`src/rtl/hazard_ctrl_if.sv`:
```
// Hazard controller bundle: the pipeline-side hazard inputs and the
// stall/flush/status outputs of hazard_ctrl.
// The pipeline (master) drives the hazard inputs; the controller (slave)
// drives the stall/flush controls, the error flag and the counters.

interface hazard_ctrl_if #(
  parameter int CNT_W = 32
);
  logic [4:0]       id_rs1;
  logic [4:0]       id_rs2;
  logic             id_jal;
  logic             ex_load;
  logic [4:0]       ex_rd;
  logic             ex_redirect;
  logic             mem_req;
  logic             mem_ready;
  logic             fetch_stall;
  logic             fetch_flush;
  logic             stall;
  logic             jal_flush;
  logic             branch_flush;
  logic             ex_stall;
  logic             mem_stall;
  logic             mem_err;
  logic [CNT_W-1:0] stall_cnt;
  logic [CNT_W-1:0] flush_cnt;

  modport master (
    output id_rs1, id_rs2, id_jal, ex_load, ex_rd, ex_redirect,
           mem_req, mem_ready,
    input  fetch_stall, fetch_flush, stall, jal_flush, branch_flush,
           ex_stall, mem_stall, mem_err, stall_cnt, flush_cnt
  );

  modport slave (
    input  id_rs1, id_rs2, id_jal, ex_load, ex_rd, ex_redirect,
           mem_req, mem_ready,
    output fetch_stall, fetch_flush, stall, jal_flush, branch_flush,
           ex_stall, mem_stall, mem_err, stall_cnt, flush_cnt
  );
endinterface

```
`src/rtl/hazard_ctrl.sv`:
```
// Pipeline hazard controller for the 5-stage RV32I core.
// Produces load-use bubbles, delayed JAL squash, taken-branch/JALR squash
// and a full-pipeline freeze while data memory is waiting. Stall/flush
// controls are combinational; error flag and counters are registered.

module hazard_ctrl #(
  parameter int MEM_TIMEOUT = 64,
  parameter int CNT_W       = 32
) (
  input  logic          clk,
  input  logic          rst,
  hazard_ctrl_if.slave  hc
);

  localparam int WCNT_W = $clog2(MEM_TIMEOUT + 1);

  localparam logic [0:0] RUN      = 1'b0;
  localparam logic [0:0] MEM_WAIT = 1'b1;

  logic [0:0]        state_r;
  logic [WCNT_W-1:0] wait_cnt_r;
  logic              jal_pend_r;
  logic              mem_err_r;
  logic [CNT_W-1:0]  stall_cnt_r;
  logic [CNT_W-1:0]  flush_cnt_r;

  logic freeze_s;
  logic timeout_s;
  logic load_use_raw_s;
  logic redirect_s;
  logic load_use_s;
  logic jal_squash_s;
  logic fetch_stall_s;
  logic any_flush_s;

  // Memory-wait freeze and timeout detection (forced inactive during reset)
  always_comb begin
    freeze_s  = 1'b0;
    timeout_s = 1'b0;
    if (!rst) begin
      freeze_s  = 1'b0;
      timeout_s = 1'b0;
    end else begin
      case (state_r)
        RUN: begin
          freeze_s = hc.mem_req & ~hc.mem_ready;
        end
        MEM_WAIT: begin
          if (hc.mem_ready) begin
            freeze_s = 1'b0;
          end else if (wait_cnt_r == WCNT_W'(MEM_TIMEOUT)) begin
            timeout_s = 1'b1;
          end else begin
            freeze_s = 1'b1;
          end
        end
        default: begin
          freeze_s  = 1'b0;
          timeout_s = 1'b0;
        end
      endcase
    end
  end

  // Hazard priority: freeze masks everything, then redirect, load-use, JAL
  always_comb begin
    // x0 is never a real producer, so it cannot create a load-use hazard
    load_use_raw_s = hc.ex_load & (hc.ex_rd != 5'd0) &
                     ((hc.ex_rd == hc.id_rs1) | (hc.ex_rd == hc.id_rs2));
    if (rst && !freeze_s) begin
      redirect_s   = hc.ex_redirect;
      load_use_s   = ~hc.ex_redirect & load_use_raw_s;
      jal_squash_s = ~hc.ex_redirect & ~load_use_raw_s & jal_pend_r;
    end else begin
      redirect_s   = 1'b0;
      load_use_s   = 1'b0;
      jal_squash_s = 1'b0;
    end
    fetch_stall_s = freeze_s | load_use_s;
    any_flush_s   = redirect_s | load_use_s | jal_squash_s;
  end

  assign hc.fetch_stall  = fetch_stall_s;
  assign hc.fetch_flush  = redirect_s;
  assign hc.stall        = freeze_s;
  assign hc.jal_flush    = jal_squash_s;
  // Load-use reuses decode's branch_flush to inject the bubble into execute
  assign hc.branch_flush = redirect_s | load_use_s;
  assign hc.ex_stall     = freeze_s;
  assign hc.mem_stall    = freeze_s;
  assign hc.mem_err      = mem_err_r;
  assign hc.stall_cnt    = stall_cnt_r;
  assign hc.flush_cnt    = flush_cnt_r;

  // Memory-wait state and consecutive wait-cycle counter
  always_ff @(posedge clk or negedge rst) begin
    if (!rst) begin
      state_r    <= RUN;
      wait_cnt_r <= WCNT_W'(0);
    end else if (freeze_s) begin
      state_r    <= MEM_WAIT;
      wait_cnt_r <= (state_r == RUN) ? WCNT_W'(1) : wait_cnt_r + WCNT_W'(1);
    end else begin
      state_r    <= RUN;
      wait_cnt_r <= WCNT_W'(0);
    end
  end

  // Pending JAL: set when a JAL really advances out of decode input;
  // held across freezes and load-use stalls, dropped on redirect
  always_ff @(posedge clk or negedge rst) begin
    if (!rst) begin
      jal_pend_r <= 1'b0;
    end else if (freeze_s || load_use_s) begin
      jal_pend_r <= jal_pend_r;
    end else if (redirect_s) begin
      jal_pend_r <= 1'b0;
    end else begin
      jal_pend_r <= hc.id_jal;
    end
  end

  // Sticky memory timeout error
  always_ff @(posedge clk or negedge rst) begin
    if (!rst) begin
      mem_err_r <= 1'b0;
    end else if (timeout_s) begin
      mem_err_r <= 1'b1;
    end else begin
      mem_err_r <= mem_err_r;
    end
  end

  // Wrapping stall/flush performance counters
  always_ff @(posedge clk or negedge rst) begin
    if (!rst) begin
      stall_cnt_r <= {CNT_W{1'b0}};
      flush_cnt_r <= {CNT_W{1'b0}};
    end else begin
      stall_cnt_r <= stall_cnt_r + CNT_W'(fetch_stall_s);
      flush_cnt_r <= flush_cnt_r + CNT_W'(any_flush_s);
    end
  end

endmodule

```
`src/flat_wrapper.sv`:
```
// flat-port wrapper written by rule: the top's interface ports become plain ports
module hazard_ctrl_flat 
#(
  parameter int MEM_TIMEOUT = 64,
  parameter int CNT_W       = 32
)
  (clk, rst, hc_id_rs1, hc_id_rs2, hc_id_jal, hc_ex_load, hc_ex_rd, hc_ex_redirect, hc_mem_req, hc_mem_ready, hc_fetch_stall, hc_fetch_flush, hc_stall, hc_jal_flush, hc_branch_flush, hc_ex_stall, hc_mem_stall, hc_mem_err, hc_stall_cnt, hc_flush_cnt);
  hazard_ctrl_if #(.CNT_W(CNT_W)) hc_i ();
  input  logic clk;
  input  logic rst;
  input wire logic [$bits(hc_i.id_rs1)-1:0] hc_id_rs1;
  input wire logic [$bits(hc_i.id_rs2)-1:0] hc_id_rs2;
  input wire logic [$bits(hc_i.id_jal)-1:0] hc_id_jal;
  input wire logic [$bits(hc_i.ex_load)-1:0] hc_ex_load;
  input wire logic [$bits(hc_i.ex_rd)-1:0] hc_ex_rd;
  input wire logic [$bits(hc_i.ex_redirect)-1:0] hc_ex_redirect;
  input wire logic [$bits(hc_i.mem_req)-1:0] hc_mem_req;
  input wire logic [$bits(hc_i.mem_ready)-1:0] hc_mem_ready;
  output wire logic [$bits(hc_i.fetch_stall)-1:0] hc_fetch_stall;
  output wire logic [$bits(hc_i.fetch_flush)-1:0] hc_fetch_flush;
  output wire logic [$bits(hc_i.stall)-1:0] hc_stall;
  output wire logic [$bits(hc_i.jal_flush)-1:0] hc_jal_flush;
  output wire logic [$bits(hc_i.branch_flush)-1:0] hc_branch_flush;
  output wire logic [$bits(hc_i.ex_stall)-1:0] hc_ex_stall;
  output wire logic [$bits(hc_i.mem_stall)-1:0] hc_mem_stall;
  output wire logic [$bits(hc_i.mem_err)-1:0] hc_mem_err;
  output wire logic [$bits(hc_i.stall_cnt)-1:0] hc_stall_cnt;
  output wire logic [$bits(hc_i.flush_cnt)-1:0] hc_flush_cnt;
  assign hc_i.id_rs1 = hc_id_rs1;
  assign hc_i.id_rs2 = hc_id_rs2;
  assign hc_i.id_jal = hc_id_jal;
  assign hc_i.ex_load = hc_ex_load;
  assign hc_i.ex_rd = hc_ex_rd;
  assign hc_i.ex_redirect = hc_ex_redirect;
  assign hc_i.mem_req = hc_mem_req;
  assign hc_i.mem_ready = hc_mem_ready;
  assign hc_fetch_stall = hc_i.fetch_stall;
  assign hc_fetch_flush = hc_i.fetch_flush;
  assign hc_stall = hc_i.stall;
  assign hc_jal_flush = hc_i.jal_flush;
  assign hc_branch_flush = hc_i.branch_flush;
  assign hc_ex_stall = hc_i.ex_stall;
  assign hc_mem_stall = hc_i.mem_stall;
  assign hc_mem_err = hc_i.mem_err;
  assign hc_stall_cnt = hc_i.stall_cnt;
  assign hc_flush_cnt = hc_i.flush_cnt;
  hazard_ctrl #(.MEM_TIMEOUT(MEM_TIMEOUT), .CNT_W(CNT_W)) u_core (.clk(clk), .rst(rst), .hc(hc_i));
endmodule
```
`config.mk`:
```
export PLATFORM = sky130hd
export DESIGN_NAME = hazard_ctrl_flat
export DESIGN_NICKNAME = d
export VERILOG_FILES = /design/src/rtl/hazard_ctrl_if.sv /design/src/rtl/hazard_ctrl.sv /design/src/flat_wrapper.sv
export SDC_FILE = /design/constraint.sdc
export NUM_CORES = 1
export LEC_CHECK = 0
export CORE_ASPECT_RATIO = 0.6
export CORE_UTILIZATION = 48
export DETAILED_ROUTE_END_ITERATION = 8
export GPL_ROUTABILITY_DRIVEN = 1
export PLACE_DENSITY = 0.82
export SYNTH_ARGS = -nofsm -noshare
export SYNTH_HDL_FRONTEND = slang
export SYNTH_SLANG_ARGS = --single-unit
```
`constraint.sdc`:
```
create_clock -name clk -period 3.8 [get_ports clk]
set_input_delay 0.76 -clock clk [delete_from_list [all_inputs] [get_ports clk]]
set_output_delay 0.76 -clock clk [all_outputs]
set_load 0.01 [all_outputs]
```
* After elaboration in Yosys (flattened, before gate mapping)
Cells that the tools add are included.
** Word-level totals
- Flip-flop bits (word level) :: 74
- Bits of input ports :: 22
- Output and inout port bits :: 72
** Cells by class
- $add $sub $neg :: 3
- Equal/unequal tests :: 3
- Muxes and demuxes :: 15
- Bitwise logic cells :: 14
- Reduce and logical (&&, ||, !) cells :: 4
** Operators by type and width (number)
- 32-bit by 1-bit adder with 32-bit output :: 2
- 7-bit two-way mux :: 2
- 1-bit two-way mux :: 12
- 5-bit == test :: 2
- 7-bit by 1-bit adder with 7-bit output, second input constant :: 1
- 7-bit == test, second input constant :: 1
- 1-bit bitwise AND :: 6
- 5-bit nonzero test :: 1
- 1-bit NOT :: 4
- 1-bit bitwise OR :: 4
- 1-bit case mux with 2 select lines :: 1
- 1-bit logical AND :: 1
- 1-bit logical NOT :: 1
- 1-bit logical OR :: 1

* Depth between registers and ports, before layout
Gate-level depths: netlist (run 1).
- Word-level depth :: 11
- Gate-level depth with buffers :: 15

* Worst setup path before layout (run 1)
No wires, ideal clock.
- Path type :: in2reg
- From :: input port hc_ex_rd[0]
- To :: register u_core.stall_cnt_r[24] (netlist: u_core.hc.stall_cnt[24])
- Arrival :: 2998 ps
- Required time :: 3720 ps
- Setup slack :: 722 ps
- Stages :: 11
- Path through :: or4_1 o21a_1 and2_2 a31o_2 ha_1 ha_1 and2_1 nand4_1 nor2_1 nand4_1 xnor2_1
** On the way
- Cells in the longest elaborated chain, start to end :: 7
- Elaborated cells on any way between the ends :: 10
- Classes of those cells :: 1 x add/sub; 2 x eq/ne; 1 x mux; 5 x bitwise; 1 x reduce/logical
** RTL lines
- from (decl) :: RTL line flat_wrapper.sv:15 : input wire logic [$bits(hc_i.ex_rd)-1:0] hc_ex_rd;
- 5-bit == test / 5-bit nonzero test (equally long branches) :: RTL line hazard_ctrl.sv:69, hazard_ctrl.sv:68
- 1-bit bitwise OR / 1-bit bitwise AND (equally long branches) :: RTL line hazard_ctrl.sv:69, hazard_ctrl.sv:68
- 1-bit bitwise AND * :: RTL line hazard_ctrl.sv:68 : load_use_raw_s = hc.ex_load & (hc.ex_rd != 5'd0) &
- 1-bit bitwise AND * :: RTL line hazard_ctrl.sv:72 : load_use_s = ~hc.ex_redirect & load_use_raw_s;
- 1-bit two-way mux * :: RTL line hazard_ctrl.sv:70 : if (rst && !freeze_s) begin
- 1-bit bitwise OR * :: RTL line hazard_ctrl.sv:79 : fetch_stall_s = freeze_s | load_use_s;
- via hc_fetch_stall :: RTL line flat_wrapper.sv:19 : output wire logic [$bits(hc_i.fetch_stall)-1:0] hc_fetch_stall;
- 32-bit by 1-bit adder with 32-bit output * :: RTL line hazard_ctrl.sv:140 : stall_cnt_r <= stall_cnt_r + CNT_W'(fetch_stall_s);
- to (signal assigned) :: RTL line hazard_ctrl.sv:137 : stall_cnt_r <= {CNT_W{1'b0}};
- to (signal assigned) :: RTL line hazard_ctrl.sv:140
- to (decl) :: RTL line hazard_ctrl.sv:24 : logic [CNT_W-1:0] stall_cnt_r;
Mark *: on every way through the listed nets, which the timed path passes. The rest lies on a longest branch.
A chain may end at the register's enable or synchronous reset.

* Final worst setup path (run 1)
- From :: input port hc_ex_rd[3]
- To :: output port hc_fetch_stall
** On the way
- Cells in the longest elaborated chain, start to end :: 6
- Elaborated cells on any way between the ends :: 9
- Classes of those cells :: 2 x eq/ne; 1 x mux; 5 x bitwise; 1 x reduce/logical
** RTL lines (RTL line)
- 5-bit == test / 5-bit nonzero test (equally long branches) :: hazard_ctrl.sv:69, hazard_ctrl.sv:68
- 1-bit bitwise OR / 1-bit bitwise AND (equally long branches) :: hazard_ctrl.sv:69, hazard_ctrl.sv:68
- 1-bit bitwise AND * :: hazard_ctrl.sv:68
- 1-bit bitwise AND * :: hazard_ctrl.sv:72
- 1-bit two-way mux * :: hazard_ctrl.sv:70
- 1-bit bitwise OR * :: hazard_ctrl.sv:79
- to (decl) :: flat_wrapper.sv:19
Mark *: on every way between the ends. The rest lies on a longest branch, timed or not.

==> reports/metrics.cfg, run 1 <==
[grt]
grt_pass1_vias=2664
grt_overflow_total=0
track_usage=0.234
antenna_found_initial=0
grt_max_degree=43
grt_pass1_wl_um=13100

[synth]
synthCells=307
ys_warn_count=0
avgSynthCellArea_um2=11.2
yosys_register_bits=74
synth_fp_nets=335
netlist_area_um2=3440
ys_seq_area_frac=0.539
ys_types=39

[place]
dp_hpwl_um=5940
portBuffers=93
place_area_um2=4510
gp_routability_congestion=0.821

[layout]
stdcell_area_um2=4810
num_antenna_cells=0
drive_gt1_frac=0.0738
final_common_cell=clkdlybuf4s50_1
nFillCells=512
multi_input_area_um2=1550
fin_nets=443
final_cell_mix=clkdlybuf4s50_1, dfrtp_1, xnor2_1, nand2_1, nor2_1
area_growth_pct=40.0
register_area_um2=1850

[critical_path]
r2r_start=u_core.wait_cnt_r[0]$_DFF_PN0_
cp.depth=6
worstPathArrival_ns=2.96
critPathBufInv=2
path_common_cell=clkdlybuf4s50_1
regToRegEndpoint=u_core.hc.stall_cnt[30]$_DFF_PN0_
endpoint=hc_fetch_stall
crit_chain=clkdlybuf4s50_1, or4_1, o21a_1, and2_2, a31o_2, clkdlybuf4s50_1
cp-startpoint=hc_ex_rd[3]
critPathSlowestCell=or4_1
critPathKind=in2out
cp-start-kind=input pin
crit_fanout=3
crit_family=buffers and inverters
worst_path_largest_cell_delay_ns=0.52
end_kind=output pin
critPathRequiredTime_ns=3.04
r2r_cells=15
timing.reg2reg.setup_slack_ns=0.72

[clock_tree]
htreeDepth=3
cts_resized=0
cts-root-buf=clkbuf_16
ctsLongestPathBuffers=2
numClockSinks=74
cts.clk_slew.worst_paths_ns=0.06
holdBufCountCts=0
insertion_delay_ns=0.33
cts_setup_buffers=0
cts_made_buffers=9
tritoncts=built

[timing]
fin_crit_sh=0.979
tightest_slew_ns=0.511
finalSetupViolCount=0
hold_violations=0
relSlewSlack=0.659
rsz0062_at_grt=no
clock_skew_ns=0.00506
final_max_slew_viol_count=0
post-route-min-period_ns=3.72
max_freq_mhz=269
finalSetupTns_ns=0

[floorplanning]
num_rows=23
dieArea_um2=7520
coreArea_um2=6790
ios=94
initial_core_util=0.506
dieWidth_um=111
die_y_um=67.6

[drt]
via_per_inst=5.20
drt_wl_total_um=8040
vias=2637
drt-pass1-iter-count=8
wire_per_inst_um=15.9
drcViolationCount=10
drtIter0Drc=88
antenna_left=0

[run_status]
status=complete, but fails checks
violations=DRC

[hold_path]
min_path_type=reg2reg

[flow_run]
drv_cap=0

[power]
p_leak_uw=0.00216
power.total_uw=2060
power.density_nw_per_um2=428
peakVddDrop_mv=0.299

synth_stat cells, drive strengths merged:
master | count | share of area
a31o | 1 | 0.0025
nand3 | 21 | 0.031
xnor2 | 54 | 0.14
o31a | 1 | 0.0025
nand4 | 15 | 0.029
o21a | 1 | 0.0022
a21oi | 1 | 0.0015
and2 | 5 | 0.0095
xor2 | 21 | 0.053
a21o | 1 | 0.0022
nor3b | 1 | 0.0036
and3b | 1 | 0.0025
nand2b | 2 | 0.0036
dfrtp | 74 | 0.54
o22ai | 1 | 0.0018
nor4b | 1 | 0.0044
o21ai | 2 | 0.0029
o21bai | 2 | 0.0044
a22o | 1 | 0.0025
nor2 | 22 | 0.024
ha | 6 | 0.022
inv | 6 | 0.0065
a41o | 1 | 0.0029
nand2 | 32 | 0.035
buf | 2 | 0.0044
o32ai | 1 | 0.0025
nor2b | 1 | 0.0018
nor3 | 5 | 0.0087
and4 | 6 | 0.016
a21boi | 1 | 0.0022
or4 | 1 | 0.0022
and4b | 1 | 0.0029
nor4 | 2 | 0.0080
and3 | 14 | 0.025
layout make-up:
class                      count  area share
multi-input combinational    225       0.322
timing repair buffer          99       0.203
inverter                       6     0.00468
clock inverter                 5      0.0109
sequential                    74       0.385
clock buffer                  11      0.0525
tap                           87      0.0226
worst min path at each step:
stage                                                  from                                 to  slack, ns  depth (start not counted)
after CTS                 u_core.hc.flush_cnt[31]$_DFF_PN0_  u_core.hc.flush_cnt[31]$_DFF_PN0_       0.47                          1
after floorplan                                         rst   u_core.hc.flush_cnt[0]$_DFF_PN0_       0.46                          0
after detailed placement  u_core.hc.flush_cnt[31]$_DFF_PN0_  u_core.hc.flush_cnt[31]$_DFF_PN0_       0.46                          1
after global routing          u_core.hc.mem_err$_DFFE_PN0P_      u_core.hc.mem_err$_DFFE_PN0P_       0.49                          1
after global placement    u_core.hc.flush_cnt[31]$_DFF_PN0_  u_core.hc.flush_cnt[31]$_DFF_PN0_       0.46                          1
final                     u_core.hc.flush_cnt[31]$_DFF_PN0_  u_core.hc.flush_cnt[31]$_DFF_PN0_       0.47                          1
flip-flops by register name (all words and copies together), names as in the netlist:
| register | count |
|---|---|
| u_core.hc.flush_cnt | 32 |
| u_core.hc.mem_err | 1 |
| u_core.hc.stall_cnt | 32 |
| u_core.jal_pend_r | 1 |
| u_core.state_r | 1 |
| u_core.wait_cnt_r | 7 |
kinds of logic (layout without fill, tap and decap cells):
| logic type | Yosys count | count (layout) | share of synthesized area |
|---|---|---|---|
| AOI/OAI and AO/OA | 14 | 14 | 0.0302 |
| xor gates and xnor gates | 75 | 75 | 0.191 |
| adders and majority gates | 6 | 6 | 0.0218 |
| DFF | 74 | 74 | 0.539 |
| and+or+nand+nor | 130 | 130 | 0.207 |
| buffers and inverters | 8 | 121 | 0.0109 |
metal layers:
| layer | wire length [um] | GRT usage | vias to the layer above |
|---|---|---|---|
| met4 | 101 | 0.0794 | 0 |
| met1 | 4030 | 0.317 | 1286 |
| li1 | - | - | 1272 |
| met3 | 440 | 0.0880 | 11 |
| met5 | 0 | 0 | - |
| met2 | 3470 | 0.347 | 68 |
where the power goes:
| part | internal, uW | total (uW) | leakage [uW] | switching [uW] |
|---|---|---|---|---|
| logic | 167 | 289 | 0.00101 | 122 |
| clock network | 540 | 854 | 0.000151 | 314 |
| registers | 848 | 918 | 0.00101 | 69.5 |
through the flow:
stage          hold slack (ns)   util  worst slack (ns)  cells
2_1_floorplan            0.464      -             0.722    307
3_3_place_gp             0.460  0.663             0.125    491
3_5_place_dp             0.458  0.663            0.0502    491
4_1_cts                  0.473  0.708            0.0475    507
5_1_grt                  0.486  0.709           0.00477    507
6_report                 0.473  0.709            0.0799    507
No activity file was read; power rests on OpenSTA's default activity.
==> inputs of run 2 (changes only) <==
--- a/config.mk
+++ b/config.mk
@@ -7,6 +7,7 @@
 export LEC_CHECK = 0
 export CORE_ASPECT_RATIO = 0.6
 export CORE_UTILIZATION = 48
+export CTS_CLUSTER_DIAMETER = 120
 export DETAILED_ROUTE_END_ITERATION = 8
 export GPL_ROUTABILITY_DRIVEN = 1
 export PLACE_DENSITY = 0.82
==> results of run 2 <==
No change in the layout: final DEF, timing and power equal those of run 1.
==> inputs of run 3 (changes only) <==
--- a/config.mk
+++ b/config.mk
@@ -7,6 +7,7 @@
 export LEC_CHECK = 0
 export CORE_ASPECT_RATIO = 0.6
 export CORE_UTILIZATION = 48
+export CTS_BUF_LIST = sky130_fd_sc_hd__clkbuf_16
 export CTS_CLUSTER_DIAMETER = 120
 export DETAILED_ROUTE_END_ITERATION = 8
 export GPL_ROUTABILITY_DRIVEN = 1
==> reports/metrics.cfg, run 3 (synthesis results as in run 1) <==
[run_status]
status=complete, but fails checks
violations=DRC

[timing]
max_freq_mhz=268  ; -0.21%
tightest_slew_ns=0.509  ; -0.00232 ns
hold_slack_ns=0.473  ; -0.0000200 ns
post-route-min-period_ns=3.73  ; +0.00799 ns
finalSetupViolCount=0  ; unchanged
clock_skew_ns=0.00428  ; -0.000780 ns
fin_crit_sh=0.981  ; +0.00210
hold_violations=0  ; unchanged
relSlewSlack=0.661  ; +0.00155
finalSetupTns_ns=0  ; unchanged
final_max_slew_viol_count=0  ; unchanged
rsz0062_at_grt=no

[grt]
met1_usage=0.317  ; -0.000579
grt_max_degree=43  ; unchanged
grt_overflow_total=0  ; unchanged
track_usage=0.234  ; about the same
met3_usage=0.0880  ; unchanged
met2_usage=0.347  ; unchanged
grt_pass1_wl_um=13100  ; about the same
grt_pass1_vias=2663  ; -0.038%
antenna_found_initial=0  ; unchanged
gr-max-usage-layer=met2

[place]
gp_routability_congestion=0.821  ; unchanged
dp_hpwl_um=5940  ; unchanged
portBuffers=93  ; unchanged
place_area_um2=4510  ; unchanged

[layout]
area_growth_pct=39.4
fin_nets=443  ; unchanged
final_common_cell=clkdlybuf4s50_1
num_antenna_cells=0  ; unchanged
drive_gt1_frac=0.0690  ; -0.00476
final_cell_mix=clkdlybuf4s50_1, dfrtp_1, xnor2_1, nand2_1, nor2_1
stdcell_area_um2=4790  ; -0.42%

[critical_path]
r2r_start=u_core.wait_cnt_r[0]$_DFF_PN0_
cp-start-kind=input pin
end_kind=output pin
worstPathArrival_ns=2.97  ; about the same
crit_fanout=3  ; unchanged
regToRegEndpoint=u_core.hc.stall_cnt[30]$_DFF_PN0_
r2r_cells=15  ; unchanged
critPathRequiredTime_ns=3.04  ; about the same
critPathKind=in2out
timing.reg2reg.setup_slack_ns=0.72  ; about the same

[clock_tree]
cts-root-buf=clkbuf_16
tritoncts=built
htreeDepth=3  ; unchanged
insertion_delay_ns=0.33  ; about the same
cts_made_buffers=9  ; unchanged
cts_setup_buffers=0  ; unchanged
ctsLongestPathBuffers=2  ; unchanged
numClockSinks=74  ; unchanged
cts.clk_slew.worst_paths_ns=0.06  ; about the same

[drt]
drt_wl_total_um=8060  ; +0.20%
vias=2651  ; +0.53%
drt-pass1-iter-count=7  ; -1
wire_per_inst_um=15.9  ; +0.20%
drcViolationCount=10  ; unchanged
drtIter0Drc=76  ; -14%
via_per_inst=5.23  ; +0.53%
antenna_left=0  ; unchanged

[floorplanning]
coreArea_um2=6790  ; unchanged
dieArea_um2=7520  ; unchanged
initial_core_util=0.506  ; unchanged
ios=94  ; unchanged
num_rows=23  ; unchanged
dieWidth_um=111  ; unchanged
die_y_um=67.6  ; unchanged

[power]
p_leak_uw=0.00215  ; -0.52%
power.density_nw_per_um2=421  ; -1.6%
peakVddDrop_mv=0.299  ; about the same

[hold_path]
holdPathStages=1  ; unchanged
min_path_type=reg2reg
min_from=u_core.hc.flush_cnt[31]$_DFF_PN0_
hold-path-endpoint=u_core.hc.flush_cnt[31]$_DFF_PN0_

[flow_run]
drv_cap=0  ; unchanged

run 3: cell types whose count changed in the layout (fill, tap and decap cells not counted):
cell / previous run / this run
clkbuf_8: 2 / 0
clkinv_1: 0 / 2
run 3: per-stage QoR:
stage | utilization | setup slack (ns) | power, uW | std cells
floorplan | - | 0.722 | 1020 | 307
global placement | 0.663 | 0.125 | 1210 | 491
detailed placement | 0.663 | 0.0502 | 1220 | 491
CTS | 0.705 | 0.0475 | 2040 | 507
global route | 0.706 | 0.00477 | 2100 | 507
finish | 0.706 | 0.0719 | 2020 | 507
run 3: how the worst max path moves through the flow:
stage / from / endpoint / slack (ns) / cells after the start
after CTS: hc_ex_rd[3] / hc_jal_flush / 0.05 / 6
final: hc_ex_rd[3] / hc_fetch_stall / 0.07 / 6
after global routing: hc_ex_rd[3] / hc_fetch_stall / 0.005 / 6
after detailed placement: hc_ex_rd[3] / hc_jal_flush / 0.05 / 6
after global placement: hc_ex_rd[3] / u_core.hc.flush_cnt[10]$_DFF_PN0_ / 0.13 / 12
after floorplan: hc_ex_rd[0] / u_core.hc.stall_cnt[24]$_DFF_PN0_ / 0.72 / 11
run 3: metal layers:
metal	part of all wire	wire length, um	vias to the layer above
met4	0.013	107	0
li1	-	-	1270
met1	0.50	4010	1286
met2	0.43	3490	82
met5	0	0	-
met3	0.056	448	13
run 3: worst max-delay path, stage by stage:
cell and delay, ns:
clkdlybuf4s50_1 0.49, or4_1 0.53, o21a_1 0.21, and2_2 0.23, a31o_2 0.27, clkdlybuf4s50_1 0.48
run 3: repair_timing:
item	in CTS	in global routing
hold buffers	0	0
resized for setup	0	1
setup endpoints to repair	0	1
hold endpoints to repair	0	0
run 3: where the power goes:
group          leakage, uW  total (uW)  internal, uW  switching, uW
Sequential         0.00101         917           848           69.1
Clock             0.000140         813           499            313
Combinational      0.00101         289           167            122
run 3: layout make-up:
class | instances | area [um2]
flip-flops and latches | 74 | 1850
clock inverters | 7 | 60.1
fillers | 516 | 2000
inverters | 6 | 22.5
repair buffers | 99 | 976
multi-input cells | 225 | 1550
clock buffers | 9 | 225
well taps | 87 | 109
